[src/rtl/mips_cpu_muldiv.sv]
// Iterative MULT/MULTU/DIV/DIVU unit owning the HI/LO pair; also MTHI/MTLO.
// Ports: clk, reset_n, start, funct, rs_content, rt_content -> busy, done, hi, lo.
module mips_cpu_muldiv (
  input  logic        clk,
  input  logic        reset_n,
  input  logic        start,
  input  logic [5:0]  funct,
  input  logic [31:0] rs_content,
  input  logic [31:0] rt_content,
  output logic        busy,
  output logic        done,
  output logic [31:0] hi,
  output logic [31:0] lo
);

  localparam logic [5:0] F_MTHI  = 6'h11;
  localparam logic [5:0] F_MTLO  = 6'h13;
  localparam logic [5:0] F_MULT  = 6'h18;
  localparam logic [5:0] F_MULTU = 6'h19;
  localparam logic [5:0] F_DIV   = 6'h1A;
  localparam logic [5:0] F_DIVU  = 6'h1B;

  typedef enum logic [1:0] {
    S_IDLE,
    S_CALC,
    S_DONE
  } state_t;

  state_t      state;
  state_t      state_nx;
  logic [5:0]  cnt;
  logic        is_div;
  logic        neg_p;
  logic        neg_r;
  logic        div_zero;
  logic [31:0] opb;
  logic [63:0] acc;

  logic        op_mul;
  logic        op_div;
  logic        op_sgn;
  logic        op_mthi;
  logic        op_mtlo;

  always_comb begin
    op_mul  = 1'b0;
    op_div  = 1'b0;
    op_sgn  = 1'b0;
    op_mthi = 1'b0;
    op_mtlo = 1'b0;
    unique case (1'b1)
      funct == F_MULT:  begin op_mul = 1'b1; op_sgn = 1'b1; end
      funct == F_MULTU: op_mul = 1'b1;
      funct == F_DIV:   begin op_div = 1'b1; op_sgn = 1'b1; end
      funct == F_DIVU:  op_div = 1'b1;
      funct == F_MTHI:  op_mthi = 1'b1;
      funct == F_MTLO:  op_mtlo = 1'b1;
      default: ;
    endcase
  end

  logic        rs_neg;
  logic        rt_neg;
  logic [31:0] rs_mag;
  logic [31:0] rt_mag;

  assign rs_neg = op_sgn & rs_content[31];
  assign rt_neg = op_sgn & rt_content[31];
  assign rs_mag = rs_neg ? -rs_content : rs_content;
  assign rt_mag = rt_neg ? -rt_content : rt_content;

  // acc holds {partial, multiplier} for multiply and
  // {remainder, dividend/quotient} for divide.
  logic [32:0] mul_sum;
  logic [63:0] mul_nx;
  logic [32:0] div_sh;
  logic        div_ge;
  logic [31:0] div_df;
  logic [63:0] div_nx;
  logic [63:0] step_nx;
  logic [63:0] prod;
  logic [31:0] quo;
  logic [31:0] rem;
  logic [31:0] res_hi;
  logic [31:0] res_lo;
  logic        last;

  assign mul_sum = {1'b0, acc[63:32]}
                 + {1'b0, acc[0] ? opb : 32'd0};
  assign mul_nx  = {mul_sum, acc[31:1]};

  // Remainder stays below the divisor, so the difference fits 32 bits.
  assign div_sh  = acc[63:31];
  assign div_ge  = div_sh >= {1'b0, opb};
  assign div_df  = div_sh[31:0] - opb;
  assign div_nx  = {div_ge ? div_df : div_sh[31:0],
                    acc[30:0], div_ge};

  assign step_nx = is_div ? div_nx : mul_nx;
  assign prod    = neg_p ? -step_nx : step_nx;
  assign quo     = step_nx[31:0];
  assign rem     = step_nx[63:32];

  // With a zero divisor the remainder is |rs|; restoring its sign
  // gives back the original rs, so only the quotient is forced.
  assign res_lo  = !is_div  ? prod[31:0] :
                   div_zero ? 32'hFFFF_FFFF :
                   neg_p    ? -quo : quo;
  assign res_hi  = !is_div  ? prod[63:32] :
                   neg_r    ? -rem : rem;

  assign last = cnt == 6'd31;

  always_ff @(posedge clk or negedge reset_n) begin
    if (!reset_n) state <= S_IDLE;
    else          state <= state_nx;
  end

  always_comb begin
    state_nx = state;
    busy     = 1'b0;
    done     = 1'b0;
    unique case (state)
      S_IDLE: if (start && (op_mul || op_div)) state_nx = S_CALC;
      S_CALC: begin
        busy = 1'b1;
        if (last) state_nx = S_DONE;
      end
      S_DONE: begin
        done     = 1'b1;
        state_nx = S_IDLE;
      end
      default: state_nx = S_IDLE;
    endcase
  end

  always_ff @(posedge clk or negedge reset_n) begin
    if (!reset_n) begin
      hi       <= '0;
      lo       <= '0;
      acc      <= '0;
      opb      <= '0;
      cnt      <= '0;
      is_div   <= 1'b0;
      neg_p    <= 1'b0;
      neg_r    <= 1'b0;
      div_zero <= 1'b0;
    end else begin
      unique case (state)
        S_IDLE: begin
          if (start && (op_mul || op_div)) begin
            is_div   <= op_div;
            neg_p    <= rs_neg ^ rt_neg;
            neg_r    <= rs_neg;
            div_zero <= rt_content == 32'd0;
            cnt      <= '0;
            opb      <= op_div ? rt_mag : rs_mag;
            acc      <= {32'd0, op_div ? rs_mag : rt_mag};
          end else if (start && op_mthi) begin
            hi <= rs_content;
          end else if (start && op_mtlo) begin
            lo <= rs_content;
          end
        end
        S_CALC: begin
          acc <= step_nx;
          cnt <= cnt + 6'd1;
          if (last) begin
            hi <= res_hi;
            lo <= res_lo;
          end
        end
        default: ;
      endcase
    end
  end

endmodule

[config.mk]
export PLATFORM = sky130hd
export DESIGN_NAME = mips_cpu_muldiv
export DESIGN_NICKNAME = d
export VERILOG_FILES = /design/src/rtl/mips_cpu_muldiv.sv
export SDC_FILE = /design/constraint.sdc
export NUM_CORES = 1
export LEC_CHECK = 0
export CELL_PAD_IN_SITES_DETAIL_PLACEMENT = 1
export CELL_PAD_IN_SITES_GLOBAL_PLACEMENT = 1
export CORE_MARGIN = 10
export CORE_UTILIZATION = 40
export DETAILED_ROUTE_END_ITERATION = 8
export PLACE_DENSITY = 0.8
export SLEW_MARGIN = 25
export SYNTH_ARGS = -nofsm -noshare
export SYNTH_HDL_FRONTEND = slang
export SYNTH_SLANG_ARGS = --single-unit
[constraint.sdc]
create_clock -name clk -period 4.2 [get_ports clk]
set_input_delay 0.84 -clock clk [delete_from_list [all_inputs] [get_ports clk]]
set_output_delay 0.84 -clock clk [all_outputs]
set_load 0.01 [all_outputs]
After elaboration in Yosys (flattened, before gate mapping)
Index checks and enable logic that the tools add are counted.
- register bits after elaboration: 172
- latch bits: 0
- bits in writable memories: 0
- ROM bits: 0
- input bits: 73
- output and inout bits: 66
- memories kept: 0
- add/subtract/negate cells: 8
- $mul: 0
- div/mod/pow operators: 0
- magnitude comparators: 1
- equal/unequal tests: 15
- shift operators: 0
- multiplexer cells: 36
- bitwise gates (word level): 3
- reductions and logical operators: 15
- operators with widths (kind ; count):
    two-way mux 32 bit ; 18
    two-way mux 64 bit ; 3
    negation 32 bit ; 4
    case mux 32 bit (2 select lines) ; 2
    case mux 64 bit (2 select lines) ; 1
    negation 64 bit ; 1
    equality test 6 x 5 -> 1 bit, second input constant ; 7
    adder 32 x 32 -> 33 bit ; 1
    >= comparator 33 x 32 -> 1 bit ; 1
    zero test 32 bit ; 1
    subtractor 32 bit ; 1
    != test 2 bit, second input constant ; 6
    case mux 6 bit (2 select lines) ; 1
    two-way mux 1 bit ; 7
    adder 6 x 1 -> 6 bit, second input constant ; 1
    two-way mux 6 bit ; 1
    AND reduction 2 bit ; 3
    OR reduction 2 bit ; 3
    AND reduction 5 bit ; 1
    two-way mux 2 bit ; 2
    case mux 2 bit (2 select lines) ; 1
    AND reduction 4 bit ; 1
    logical AND 1 bit ; 3
    AND 1 bit ; 2
    other kinds (6) ; 6

Depth between registers and ports, before layout
Gate-level depths: netlist of run 1.
- word-level depth: 9
- depth in mapped cells: 23
- gate-level depth less buffers: 21

Worst setup path before layout of run 1
Ideal clock, no wire load.
- path type: register to register
- start: register acc[37]
- end: register hi[26]
- arrival: 4.451 ns
- required time: 4.124 ns
- setup slack: -0.328 ns
- stages on the path, launching flop included: 20
- buffers on the path: 2
- clock period less this slack: 4.528 ns
- cell sequence: dfrtp_1 -> ha_1 -> buf_4 -> and3_1 -> a31oi_1 -> a2111oi_4 -> o21ai_2 -> buf_4 -> a21oi_1 -> inv_1 -> ha_1 -> o2111ai_1 -> or4b_1 -> nor4b_2 -> and3_1 -> o21ai_1 -> o41ai_1 -> xnor2_1 -> mux2i_1 -> o21ai_1
- longest elaborated chain between the ends: 8
- ends and longest elaborated chain (item ; RTL line ; RTL):
    from (decl) ; 37 ; logic [63:0] acc;
    from (signal assigned) ; 158 ; acc <= {32'd0, op_div ? rs_mag : rt_mag};
    from (signal assigned) ; 166 ; acc <= step_nx;
    subtractor 32 bit / >= comparator 33 x 32 -> 1 bit (equally long branches) ; 95, 94 ;
    two-way mux 32 bit ; 96 ; assign div_nx = {div_ge ? div_df : div_sh[31:0],
    two-way mux 64 bit * ; 99 ; assign step_nx = is_div ? div_nx : mul_nx;
    negation 64 bit / negation 32 bit (equally long branches) ; 100, 110 ;
    two-way mux 64 bit / two-way mux 32 bit (equally long branches) ; 100, 110 ;
    two-way mux 32 bit * ; 109 ; assign res_hi = !is_div ? prod[63:32] :
    two-way mux 32 bit * ; 168 ; if (last) begin
    case mux 32 bit (2 select lines) * ; 149 ; unique case (state)
    to (signal assigned) ; 160 ; hi <= rs_content;
    to (signal assigned) ; 169 ; hi <= res_hi;
    to (decl) ; 12 ; output logic [31:0] hi,
Every way passes the cells marked *; elsewhere a longest branch is shown, timed or not. The select of a mux whose other input is x is not followed.
A chain may end at the register's enable or synchronous reset.

Worst setup path after layout of run 1
- start: register opb[9]
- end: register hi[29]
- longest elaborated chain between the ends: 8
- ends and longest elaborated chain (item ; RTL line ; RTL):
    from (decl) ; 36 ; logic [31:0] opb;
    from (signal assigned) ; 157 ; opb <= op_div ? rt_mag : rs_mag;
    two-way mux 32 bit (tied with other cells) ; 89 ; + {1'b0, acc[0] ? opb : 32'd0};
    adder 32 x 32 -> 33 bit / two-way mux 32 bit (equally long branches) ; 89, 96 ;
    two-way mux 64 bit * ; 99 ;
    negation 64 bit / negation 32 bit (equally long branches) ; 100, 110 ;
    two-way mux 64 bit / two-way mux 32 bit (equally long branches) ; 100, 110 ;
    two-way mux 32 bit * ; 109 ;
    two-way mux 32 bit * ; 168 ;
    case mux 32 bit (2 select lines) * ; 149 ;
Marked as above.

==> results of run 1 <==
==> worst max-delay path: stages, from the launching register on <==
cell and delay [ps]:
dfrtp_1 440, inv_1 100, ha_1 360, buf_4 200
nand2_1 250, a2111oi_4 80, buf_4 170, o21a_4 260
buf_12 150, buf_4 150, o211ai_2 240, nand3_2 190
nor4_4 410, buf_4 220, or3b_4 440, o31a_1 310
or4_4 520, nand3_2 80
==> kinds of logic after synthesis <==
family                   after synthesis
multiplexers                          53
adder cells (fa/ha/maj)               71
flip-flops                           172
AND/OR/NAND/NOR                      816
buffers and inverters                198
XOR/XNOR                             156
AO/OA/AOI/OAI                        675
==> synth_stat cells (13+ instances only) <==
master and count:
inv_1 71, nor2_1 172, xnor2_1 79, a21o_1 21
o21ai_0 188, or3_1 13, nand2_1 282, dfrtp_1 172
buf_2 19, nor3_1 60, o22ai_1 16, and3_1 17
nor2b_1 15, nand4_1 26, o31ai_1 20, ha_1 69
clkbuf_1 87, a211oi_1 13, xor2_1 77, nand3_1 95
o221ai_1 27, nor4_1 22, a31oi_1 52, buf_1 14
nand2b_1 17, mux2i_1 47, o211ai_1 48, o21a_1 15
a21oi_1 159, and2_1 48
==> sequential cells by signal (all words and copies together) (netlist names) <==
name and cells:
neg_p 1, state 2, hi 32, lo 32
neg_r 1, is_div 1, div_zero 1, acc 64
opb 32, cnt 6
==> report_power, final <==
group          internal, uW  switching, uW  total (uW)
combinational          8380          11400       19700
clock                   908            863        1770
sequential             2420            744        3160
total                 11700          13000       24700
==> worst paths after layout <==
kind / start / to
hold reg to reg: hi[8] / hi[8]
min in group clk: hi[8] / hi[8]
hold / removal: reset_n / lo[2]
setup reg to reg: opb[9] / hi[29]
max in group asynchronous: reset_n / hi[2]
setup / recovery: opb[9] / hi[29]
==> what timing repair did <==
action	in CTS	in global routing
setup endpoints to repair	38	35
pin swaps	38	129
cloned	1	0
setup buffers	28	50
gates resized for setup	101	264
==> per-stage QoR <==
stage | setup TNS, ps | setup WS, ps | std cells | hold WS, ps | power, uW
finish | -5881 | -451.7 | 3201 | 371.1 | 24660
global placement | -9162 | -516.8 | 3090 | 469.4 | 18300
detailed placement | -11750 | -624.7 | 3090 | 477.3 | 18760
CTS | -521.7 | -120.0 | 3151 | 412.3 | 21280
global route | -9485 | -557.7 | 3200 | 417.8 | 25580
floorplan | 0 | 2.769 | 2141 | 460.9 | 10890
==> routing by layer <==
metal	global-route usage [%]	part of all wire, %	vias to the layer above
met2	55.66	46	1237
met4	22.17	8.8	4
li1	-	-	8845
met1	40.50	37	10330
met3	5.510	8.4	443
met5	0	0.026	-
==> cell type report <==
class	count	area, um2	area share [%]
multi-input combinational	1772	12860	53.71
timing repair buffer	627	5244	21.90
sequential	172	4314	18.02
tap	525	656.9	2.743
clock buffer	18	439.2	1.834
inverter	72	270.3	1.129
clock inverter	14	157.7	0.6584
antenna	1	2.502	0.01045
==> flow_summary.yaml, run 1 <==
placement:
  dp_hpwl_um: 68540
  numPortBuffers: 138
  gp_congestion: 1.009
  dpl_cell_area_mm2: 0.02097
worst_setup_path:
  cp-start-kind: "register"
  worstPathRequired_ps: 4620
  reg2regPathDepth: 17
  end_kind: "register"
  reg2reg_slack_ps: -450
  cp_max_fo: 5
  cp.arrival_ps: 5070
  path_class: "register to register"
clocking:
  cts_sinks: 172
  cts_made_buffers: 17
  hold_buffers: 0
  clkTransAtPathRegs_ps: 80
  clock-root-buffer: "clkbuf_16"
  insertion_delay_ps: 480
  cts.path.max_buffers: 2
  cts_max_level: 4
  cts_tree: "done"
flow_run:
  cap_violations: 0
floorplanning:
  die_h_um: 221.1
  top_level_ports: 139
  core_mm2: 0.03982
  die_x_um: 221.1
  dieArea_mm2: 0.04888
  start_util_pct: 40.62
  num_rows: 73
global_route:
  antenna_found_initial: 3
  grt_start_max_net_pins: 78
  grt_pass1_wl_um: 128900
  grt_overflow: 0
  grt_pass1_vias: 20560
  grt_usage_pct: 33.95
logic_synthesis:
  yosysTopAreaCell: "dfrtp_1"
  synth_adder_area_share_pct: 5.585
  synthXorXnorAreaFrac_pct: 8.447
  synth_mux_area_share_pct: 3.326
  synth_edf_count: 0
  yosys.area_share.simple_pct: 24.04
  ys_seq_elements: 172
  seq_area_frac_synth_pct: 26.61
  async_flop_share_pct: 100.0
  synth_cell_types: 100
  synth-compound-area-share_pct: 27.04
  yosysWarnings: 0
  syn_area_mm2: 0.01617
  synth.top_cell.area_share_pct: 26.61
  synth_flop_cell: "dfrtp_1"
  avgSynthCellArea_um2: 7.555
  synth_fp_nets: 2285
  syn-instance-count: 2141
  synthTopCellsByArea: "dfrtp_1 27%, nand2_1 6.5%, o21ai_0 5.8%, ha_1 5.3%, a21oi_1 4.9%"
  synth_top_family_by_area: "compound AO/OA/AOI/OAI gates"
detailed_routing:
  wl_per_cell_um: 29.70
  drcViolationCount: 0
  drt_iter0_markers: 2343
  vias: 20860
  drtAntennaViolNets: 0
  drt_pre_antenna_iters: 5
  vias_per_cell: 6.517
  drt-total-wl_um: 95060
power:
  ir_drop_mv: 0.5955
  power_density_mw_per_mm2: 1030
  p_leak_uw: 0.01009
timing:
  drv_slew: 0
  tightest_slew_ps: 1070
  finalWorstSetupSlack_ps: -451.7
  finClkSkew_ps: 12.70
  period_share_pct: 110.8
  rsz0062_at_grt: "true"
  hold_violations: 0
  slew_headroom_pct: 28.64
  fin_crit_ps: 4652
  fmax_mhz: 215.0
  setup_violations: 27
layout:
  final_area_mm2: 0.02394
  fin_util_pct: 60.13
  drive_above_1_share_pct: 30.69
  nets: 2806
  layout_commonest_cell: "buf_4"
  area_delta_synth_final_pct: 48.04
  n_fill_cell: 4756
  layout_common_cells: "451 x buf_4, 265 x nand2_1, 166 x dfrtp_1"
outcome:
  outcome: "complete, but fails checks"
  violations: "setup timing"
min_path:
  hold_path_class: "input port to asynchronous set/reset pin"
Power figures use the tool's default switching activity.
==> inputs of run 2 (changes only) <==
CTS_CLUSTER_SIZE = 16   (was default)
==> results of run 2 <==
Same layout as run 1: the final DEF is identical, and so are final timing and power.
